`src/rtl/fifo_wr_arbiter.sv`:
```
// Round-robin arbiter that gives NREQ requesters shared access to one async FIFO write port.
// An owner keeps the port for at most MAX_BURST accepted writes, or until it drops its request.
module fifo_wr_arbiter #(
  parameter int NREQ      = 4,
  parameter int DWIDTH    = 8,
  parameter int MAX_BURST = 4
) (
  input  logic                   wr_clk,
  input  logic                   reset_w,
  input  logic [NREQ-1:0]        req,
  input  logic [NREQ*DWIDTH-1:0] req_data,
  input  logic                   wr_full,
  output logic [NREQ-1:0]        grant,
  output logic [NREQ-1:0]        ack,
  output logic                   write_enable,
  output logic [DWIDTH-1:0]      data_in,
  output logic [15:0]            wr_count
);

  localparam int          IW        = (NREQ > 1) ? $clog2(NREQ) : 1;
  localparam int unsigned NREQ_U    = NREQ;
  localparam logic [3:0]  LAST_BEAT = 4'(MAX_BURST - 1);

  typedef enum logic {IDLE, OWN} state_t;

  state_t        state;
  logic [IW-1:0] owner;
  logic [IW-1:0] last_owner;
  logic [3:0]    burst_cnt;

  logic [IW-1:0] rr_base;
  logic [IW-1:0] cand;
  logic [IW-1:0] win_idx;
  logic          win_valid;
  logic          release_now;

  // While owning, the search starts after the current owner so that the
  // winner already reflects the priority that takes effect at release.
  always_comb begin
    rr_base   = (state == OWN) ? owner : last_owner;
    cand      = '0;
    win_idx   = '0;
    win_valid = 1'b0;
    for (int unsigned k = 1; k <= NREQ_U; k++) begin
      cand = IW'((32'(rr_base) + k) % NREQ_U);
      if (!win_valid && req[cand]) begin
        win_valid = 1'b1;
        win_idx   = cand;
      end
    end
  end

  assign ack          = grant & req & {NREQ{~wr_full}};
  assign write_enable = |ack;

  always_comb begin
    data_in = '0;
    for (int unsigned i = 0; i < NREQ_U; i++) begin
      if (grant[i]) data_in = data_in | req_data[i*DWIDTH +: DWIDTH];
    end
  end

  // ack is already masked by wr_full, so a stalled burst can never reach its limit.
  assign release_now = (state == OWN) &&
                       (!req[owner] || (write_enable && (burst_cnt == LAST_BEAT)));

  always_ff @(posedge wr_clk or negedge reset_w) begin
    if (!reset_w) begin
      state      <= IDLE;
      grant      <= '0;
      owner      <= '0;
      last_owner <= IW'(NREQ - 1);
      burst_cnt  <= '0;
      wr_count   <= '0;
    end else begin
      if (write_enable) wr_count <= wr_count + 16'd1;

      case (state)
        IDLE: begin
          if (win_valid) begin
            state     <= OWN;
            grant     <= NREQ'(1) << win_idx;
            owner     <= win_idx;
            burst_cnt <= '0;
          end
        end
        OWN: begin
          if (release_now) begin
            last_owner <= owner;
            burst_cnt  <= '0;
            if (win_valid) begin
              grant <= NREQ'(1) << win_idx;
              owner <= win_idx;
            end else begin
              grant <= '0;
              state <= IDLE;
            end
          end else if (write_enable) begin
            burst_cnt <= burst_cnt + 4'd1;
          end
        end
        default: state <= IDLE;
      endcase
    end
  end

endmodule
```
`config.mk`:
```
export PLATFORM = sky130hd
export DESIGN_NAME = fifo_wr_arbiter
export DESIGN_NICKNAME = d
export VERILOG_FILES = /design/src/rtl/fifo_wr_arbiter.sv
export SDC_FILE = /design/constraint.sdc
export NUM_CORES = 1
export LEC_CHECK = 0
export BUFFER_PORTS_ARGS = -buffer_cell sky130_fd_sc_hd__buf_2
export CORE_UTILIZATION = 45
export DETAILED_ROUTE_END_ITERATION = 8
export GPL_TIMING_DRIVEN = 1
export PLACE_DENSITY = 0.84
export SLEW_MARGIN = 10
export SYNTH_ARGS = -nofsm -noshare
export SYNTH_HDL_FRONTEND = slang
export SYNTH_SLANG_ARGS = --single-unit
export TNS_END_PERCENT = 1
```
`constraint.sdc`:
```
create_clock -name wr_clk -period 2.1 [get_ports wr_clk]
set_input_delay 0.315 -clock wr_clk [delete_from_list [all_inputs] [get_ports wr_clk]]
set_output_delay 0.315 -clock wr_clk [all_outputs]
set_load 0.01 [all_outputs]
```
==> results of run 1 <==
## metrics by stage
step | std cells | area [um2]
after floorplan | 157 | 1660
after global placement | 273 | 2070
after detailed placement | 273 | 2070
after CTS | 281 | 2150
after global routing | 281 | 2150
final | 281 | 2150
## state kept, by name (all words and copies together), names as in the netlist
register	cells
last_owner	2
grant	4
wr_count	16
state	1
owner	2
burst_cnt	4
## layout by cell type, fill, tap and decap left out, types with 2 or more instances in the layout
cell type,count
mux2_2,3
a22oi_1,16
xor2_1,4
clkinv_2,2
buf_4,6
xnor2_1,14
nand2_1,23
inv_1,7
mux2i_1,2
buf_2,71
nand4_1,3
nand3_1,6
nor2_1,10
clkbuf_8,5
o32ai_1,2
ha_1,2
dfstp_2,2
and4_1,4
mux2_4,2
and3_1,3
o22ai_1,2
dfrtp_1,27
## path summary, 6_finish.rpt
check | from | end | slack (ps) | cells past startpoint
worst max-delay path | state | grant[1] | 240 | 5
worst min-delay path | reset_w | wr_count[9] | 30 | 1
worst max register to register | state | grant[1] | 240 | 5
worst min register to register | wr_count[15] | wr_count[15] | 470 | 1
max in group asynchronous | reset_w | state | 1670 | 1
min in group wr_clk | wr_count[15] | wr_count[15] | 470 | 1
## worst register-to-register path, cell delays in order (launching register included)
cell	delay, ps
dfrtp_1	370
mux2i_2	330
mux2_4	330
a211o_1	330
nor2b_4	140
mux2_4	250
## kinds of logic after synthesis
group           Yosys count  synth area share, %
compound gates           29                 15.0
fa+ha+maj                 2                 1.51
flops                    29                 44.0
xor+xnor                 18                 9.52
simple gates             55                 17.5
mux                      10                 7.94
buf+inv                  14                 4.46
## power groups by stage
stage	clock network, mW	logic, mW	registers (mW)
2_1_floorplan	0	0.736	0.854
3_3_place_gp	0	1.09	0.836
3_5_place_dp	0	1.12	0.844
4_1_cts	0.445	1.12	0.835
5_1_grt	0.466	1.21	0.855
6_report	0.435	1.11	0.833
## per-layer routing
layer / vias up / GRT usage (%)
met5: - / 0
met4: 0 / 6.98
met3: 6 / 7.12
met2: 53 / 31.8
met1: 665 / 22.6
li1: 719 / -
## layout make-up
cell class / count / area share, %
multi-input combinational: 114 / 39.7
timing repair buffer: 77 / 18.6
sequential: 29 / 33.8
inverter: 7 / 1.22
clock buffer: 5 / 3.20
tap: 46 / 2.67
clock inverter: 3 / 0.814
==> run summary, run 1 <==
outcome -> finished, final reports clean
Setup Buffers After CTS -> 0
combinational power share -> 46.6%
period utilisation layout -> 88.4%
M1 wire length -> 1510 um
most used cell, CP -> mux2_4
Sw Share -> 37.6%
Crit Path Class -> register to register
Final ANT Viol Nets -> 0
FF/Latch Area -> 728 um2
CTS tree -> yes
Die Width -> 62.7 um
Gates resized, CTS repair -> 0
CP Data Required Time -> 2270 ps
Total GRT Usage -> 19.2%
Net Switching -> 0.893 mW
ANT cells -> 0
Worst slew margin -> 60.1%
P_leak -> 1.11 nW
gr ovfl total -> 0
total number of vias -> 1443
met3 WL -> 271 um
Post-synth EDFFs -> 0
CTS Sinks -> 29
total power -> 2.38 mW
Min Hold Slack -> 32.7 ps
initial antenna violation count -> 0
DR top layer -> met4
Port Buffer Count -> 71
DRC Markers -> 0
most common cell in the netlist -> dfrtp_1
Avg Cell Area, Syn -> 10.5 um2
Root Driver -> clkbuf_8
H-tree levels -> 2
Final #Nets -> 275
CP top delay family -> multiplexers
CTS max path bufs -> 2
Multi-input gate area -> 853 um2
Worst-Skew Late Latency -> 280 ps
crit-path cells -> mux2i_2 > mux2_4 > a211o_1 > nor2b_4 > mux2_4
vias in the first global route -> 1311
Slew @ Worst Pin -> 599 ps
Crit Path Max Fanout -> 5
cts bufs inserted -> 5
Final min period -> 1860 ps
Fin. Hold Viols -> 0
Commonest cells post-synth -> 27 x dfrtp_1, 23 x nand2_1, 16 x a22oi_1, 14 x xnor2_1, 10 x nor2_1
Max stage delay on crit path -> 370 ps
Ys Warns -> 0
Clock power frac -> 18.3%
DR WL/cell -> 12.4 um
first-pass GRT wire length -> 5780 um
wire length on met2 -> 1640 um
Post-Route WL -> 3470 um
Hold Crit Class -> input pin to async pin
post-DP HPWL -> 2770 um
post-synthesis sequential area ratio -> 44.0%
Mapped Cells -> 157
Final setup violation count -> 0
worst setup margin -> 243 ps
Async S/R FF share, synth -> 100%
Clk pin slew, worst setup/hold paths -> 60 ps
Syn Nets -> 198
final core utilization -> 62.5%
Synth Flop Type -> dfrtp_1
starting density of the core -> 48.1%
Netlist cell types -> 38
Worst Path Arrival -> 2030 ps
area delta synth->final -> 30.0%
Synth area leader -> dfrtp_1
CP Launch Type -> register
# Max-Cap Violations -> 0
Slowest cell on crit path -> dfrtp_1
core area -> 0.00344 mm2
maximum vdd drop -> 618 uV
number of register bits inferred by synthesis -> 29
Int Power -> 1.48 mW
RSZ-0062 raised after global routing -> false
clock skew -> 6.73 ps
Synth top area share -> 40.8%
drt first pass iters -> 4
final slew viol count -> 0
sequential power share -> 35.1%
die area -> 0.00393 mm2
setup TNS -> 0 ps
Pwr per Cell Area -> 1100 mW/mm2
RePlAce Congestion -> 0.748
Area contributors post-synth -> dfrtp_1 41%, xnor2_1 7.4%, a22oi_1 7.3%
vias per cell -> 5.14
number of fill cells -> 303
layout cell share with drive strength beyond 1 -> 43.8%
endpoint class of the critical path -> register
die span in y -> 62.7 um
cts hold-fix bufs -> 0
Place WS -> 237 ps
pin count of the biggest net entering global routing -> 30
IO Pins -> 72
mapped cell area -> 0.00166 mm2
WP buf/inv -> 0
Max Fclk -> 539 MHz
row cnt -> 21
Iter 0 DRT Violations -> 67
(Power assumes the default switching activity.)
==> inputs of run 2 (changes only) <==
--- a/config.mk
+++ b/config.mk
@@ -6,10 +6,10 @@
 export NUM_CORES = 1
 export LEC_CHECK = 0
 export BUFFER_PORTS_ARGS = -buffer_cell sky130_fd_sc_hd__buf_2
-export CORE_UTILIZATION = 45
+export CORE_UTILIZATION = 23
 export DETAILED_ROUTE_END_ITERATION = 8
 export GPL_TIMING_DRIVEN = 1
-export PLACE_DENSITY = 0.84
+export PLACE_DENSITY = 0.53
 export SLEW_MARGIN = 10
 export SYNTH_ARGS = -nofsm -noshare
 export SYNTH_HDL_FRONTEND = slang
==> run summary, run 2 (synthesized netlist as in run 1, its figures left out) <==
outcome -> finished, final reports clean
RSZ-0062 raised after global routing -> false
Total GRT Usage -> 10.9% (-8.3 points)
setup TNS -> 0 ps (unchanged)
CTS tree -> yes
DR WL/cell -> 11.5 um (-7.3%)
Worst Path Arrival -> 2030 ps (about the same)
Final ANT Viol Nets -> 0 (unchanged)
area delta synth->final -> 34.7%
worst setup margin -> 227 ps (-16.2 ps)
WP buf/inv -> 0 (unchanged)
number of flip-flops in the largest register -> 16 (unchanged)
maximum vdd drop -> 403 uV (-35%)
starting density of the core -> 24.1% (-24 points)
Pwr per Cell Area -> 1090 mW/mm2 (-0.98%)
Final #Nets -> 275 (unchanged)
H-tree levels -> 2 (unchanged)
commonest non-fill, non-tap cell in the layout -> buf_2
IO Pins -> 72 (unchanged)
core area -> 0.00687 mm2 (+100%)
Final min period -> 1870 ps (+16.2 ps)
crit-path cells -> mux2i_2 > mux2_4 > a211o_1 > nor2b_4 > mux2_4
initial antenna violation count -> 0 (unchanged)
cts bufs inserted -> 5 (unchanged)
Max stage delay on crit path -> 370 ps (about the same)
post-DP HPWL -> 2950 um (+6.6%)
Finished Layout Cells -> 331 (+18%)
die area -> 0.00754 mm2 (+92%)
period utilisation layout -> 89.2% (+0.77 points)
Clk pin slew, worst setup/hold paths -> 60 ps (about the same)
Slowest cell on crit path -> dfrtp_1
Root Driver -> clkbuf_8
Worst-Skew Late Latency -> 270 ps (about the same)
Largest Register -> wr_count
Die Width -> 86.8 um (+39%)
vias in the first global route -> 1398 (+6.6%)
# Max-Cap Violations -> 0 (unchanged)
total number of vias -> 1450 (+0.49%)
Post-Route WL -> 3790 um (+9.2%)
most used cell, CP -> mux2_4
most frequent cells in the layout -> 71 x buf_2, 27 x dfrtp_1, 23 x nand2_1, 16 x a22oi_1, 14 x xnor2_1
Fin. Hold Viols -> 0 (unchanged)
vias per cell -> 4.38 (-15%)
Final setup violation count -> 0 (unchanged)
final slew viol count -> 0 (unchanged)
Slew @ Worst Pin -> 660 ps (+61.0 ps)
cts hold-fix bufs -> 0 (unchanged)
row cnt -> 30 (+43%)
Iter 0 DRT Violations -> 56 (-16%)
ANT cells -> 0 (unchanged)
DRC Markers -> 0 (unchanged)
endpoint class of the critical path -> register
gr ovfl total -> 0 (unchanged)
CP Data Required Time -> 2250 ps (-20 ps)
total power -> 2.44 mW (+2.6%)
CP top delay family -> multiplexers
Worst slew margin -> 56.0% (-4.1 points)
RePlAce Congestion -> 0.753 (+0.68%)
Largest regs -> wr_count x16, burst_cnt x4, grant x4
DP Cell Count -> 323 (+18%)
Max Fclk -> 534 MHz (-0.87%)
Hold Crit Class -> input pin to async pin
drt first pass iters -> 4 (unchanged)
Port Buffer Count -> 71 (unchanged)
pin count of the biggest net entering global routing -> 30 (unchanged)
CTS Sinks -> 29 (unchanged)
Place WS -> 239 ps (+1.31 ps)
first-pass GRT wire length -> 6470 um (+12%)
clock skew -> 4.00 ps (-2.73 ps)
die span in y -> 86.8 um (+39%)
Crit Path Max Fanout -> 5 (unchanged)
CTS max path bufs -> 2 (unchanged)
P_leak -> 1.12 nW (+0.93%)
Setup Buffers After CTS -> 0 (unchanged)
CP Launch Type -> register
Gates resized, CTS repair -> 0 (unchanged)
Crit Path Class -> register to register
final core utilization -> 32.5% (-30 points)
layout cell share with drive strength beyond 1 -> 43.8% (unchanged)
## run 2: changes by cell type in the layout (fill, tap and decap cells not counted), sizes merged
cell / change
clkbuf: +2
clkinv: -1
clkinvlp: -1
## run 2: path summary, 6_finish.rpt
check                        startpoint            to  slack, ps  cells after the start
setup / recovery                  state      grant[1]        230                      5
hold / removal                  reset_w   wr_count[1]         70                      1
setup reg to reg                  state      grant[1]        230                      5
hold reg to reg            wr_count[15]  wr_count[15]        470                      1
max in group asynchronous       reset_w  burst_cnt[2]       1600                      1
min in group wr_clk        wr_count[15]  wr_count[15]        470                      1
## run 2: metrics by stage
stage / hold WS [ps] / cell area, um2
2_1_floorplan: 19.4 / 1660
3_3_place_gp: 393 / 2130
3_5_place_dp: 405 / 2130
4_1_cts: 108 / 2230
5_1_grt: 129 / 2230
6_report: 72.5 / 2230
## run 2: where the power goes
part	total [mW]	internal, mW	switching, mW
combinational	1.11	0.549	0.559
clock	0.497	0.296	0.201
sequential	0.832	0.706	0.126
## run 2: final cells by class
type | count | area (um2)
fill | 724 | 4640
timing repair buffer | 77 | 400
clock inverter | 1 | 5.00
multi-input combinational | 114 | 853
clock buffer | 7 | 96.3
inverter | 7 | 26.3
sequential | 29 | 728
tap | 96 | 120
## run 2: layer usage
metal / vias up / GRT usage, % / wire length [um]
met4: 0 / 2.27 / 14
met2: 34 / 19.1 / 1900
li1: 723 / - / -
met1: 691 / 13.2 / 1730
met5: - / 0 / 0
met3: 2 / 3.24 / 149
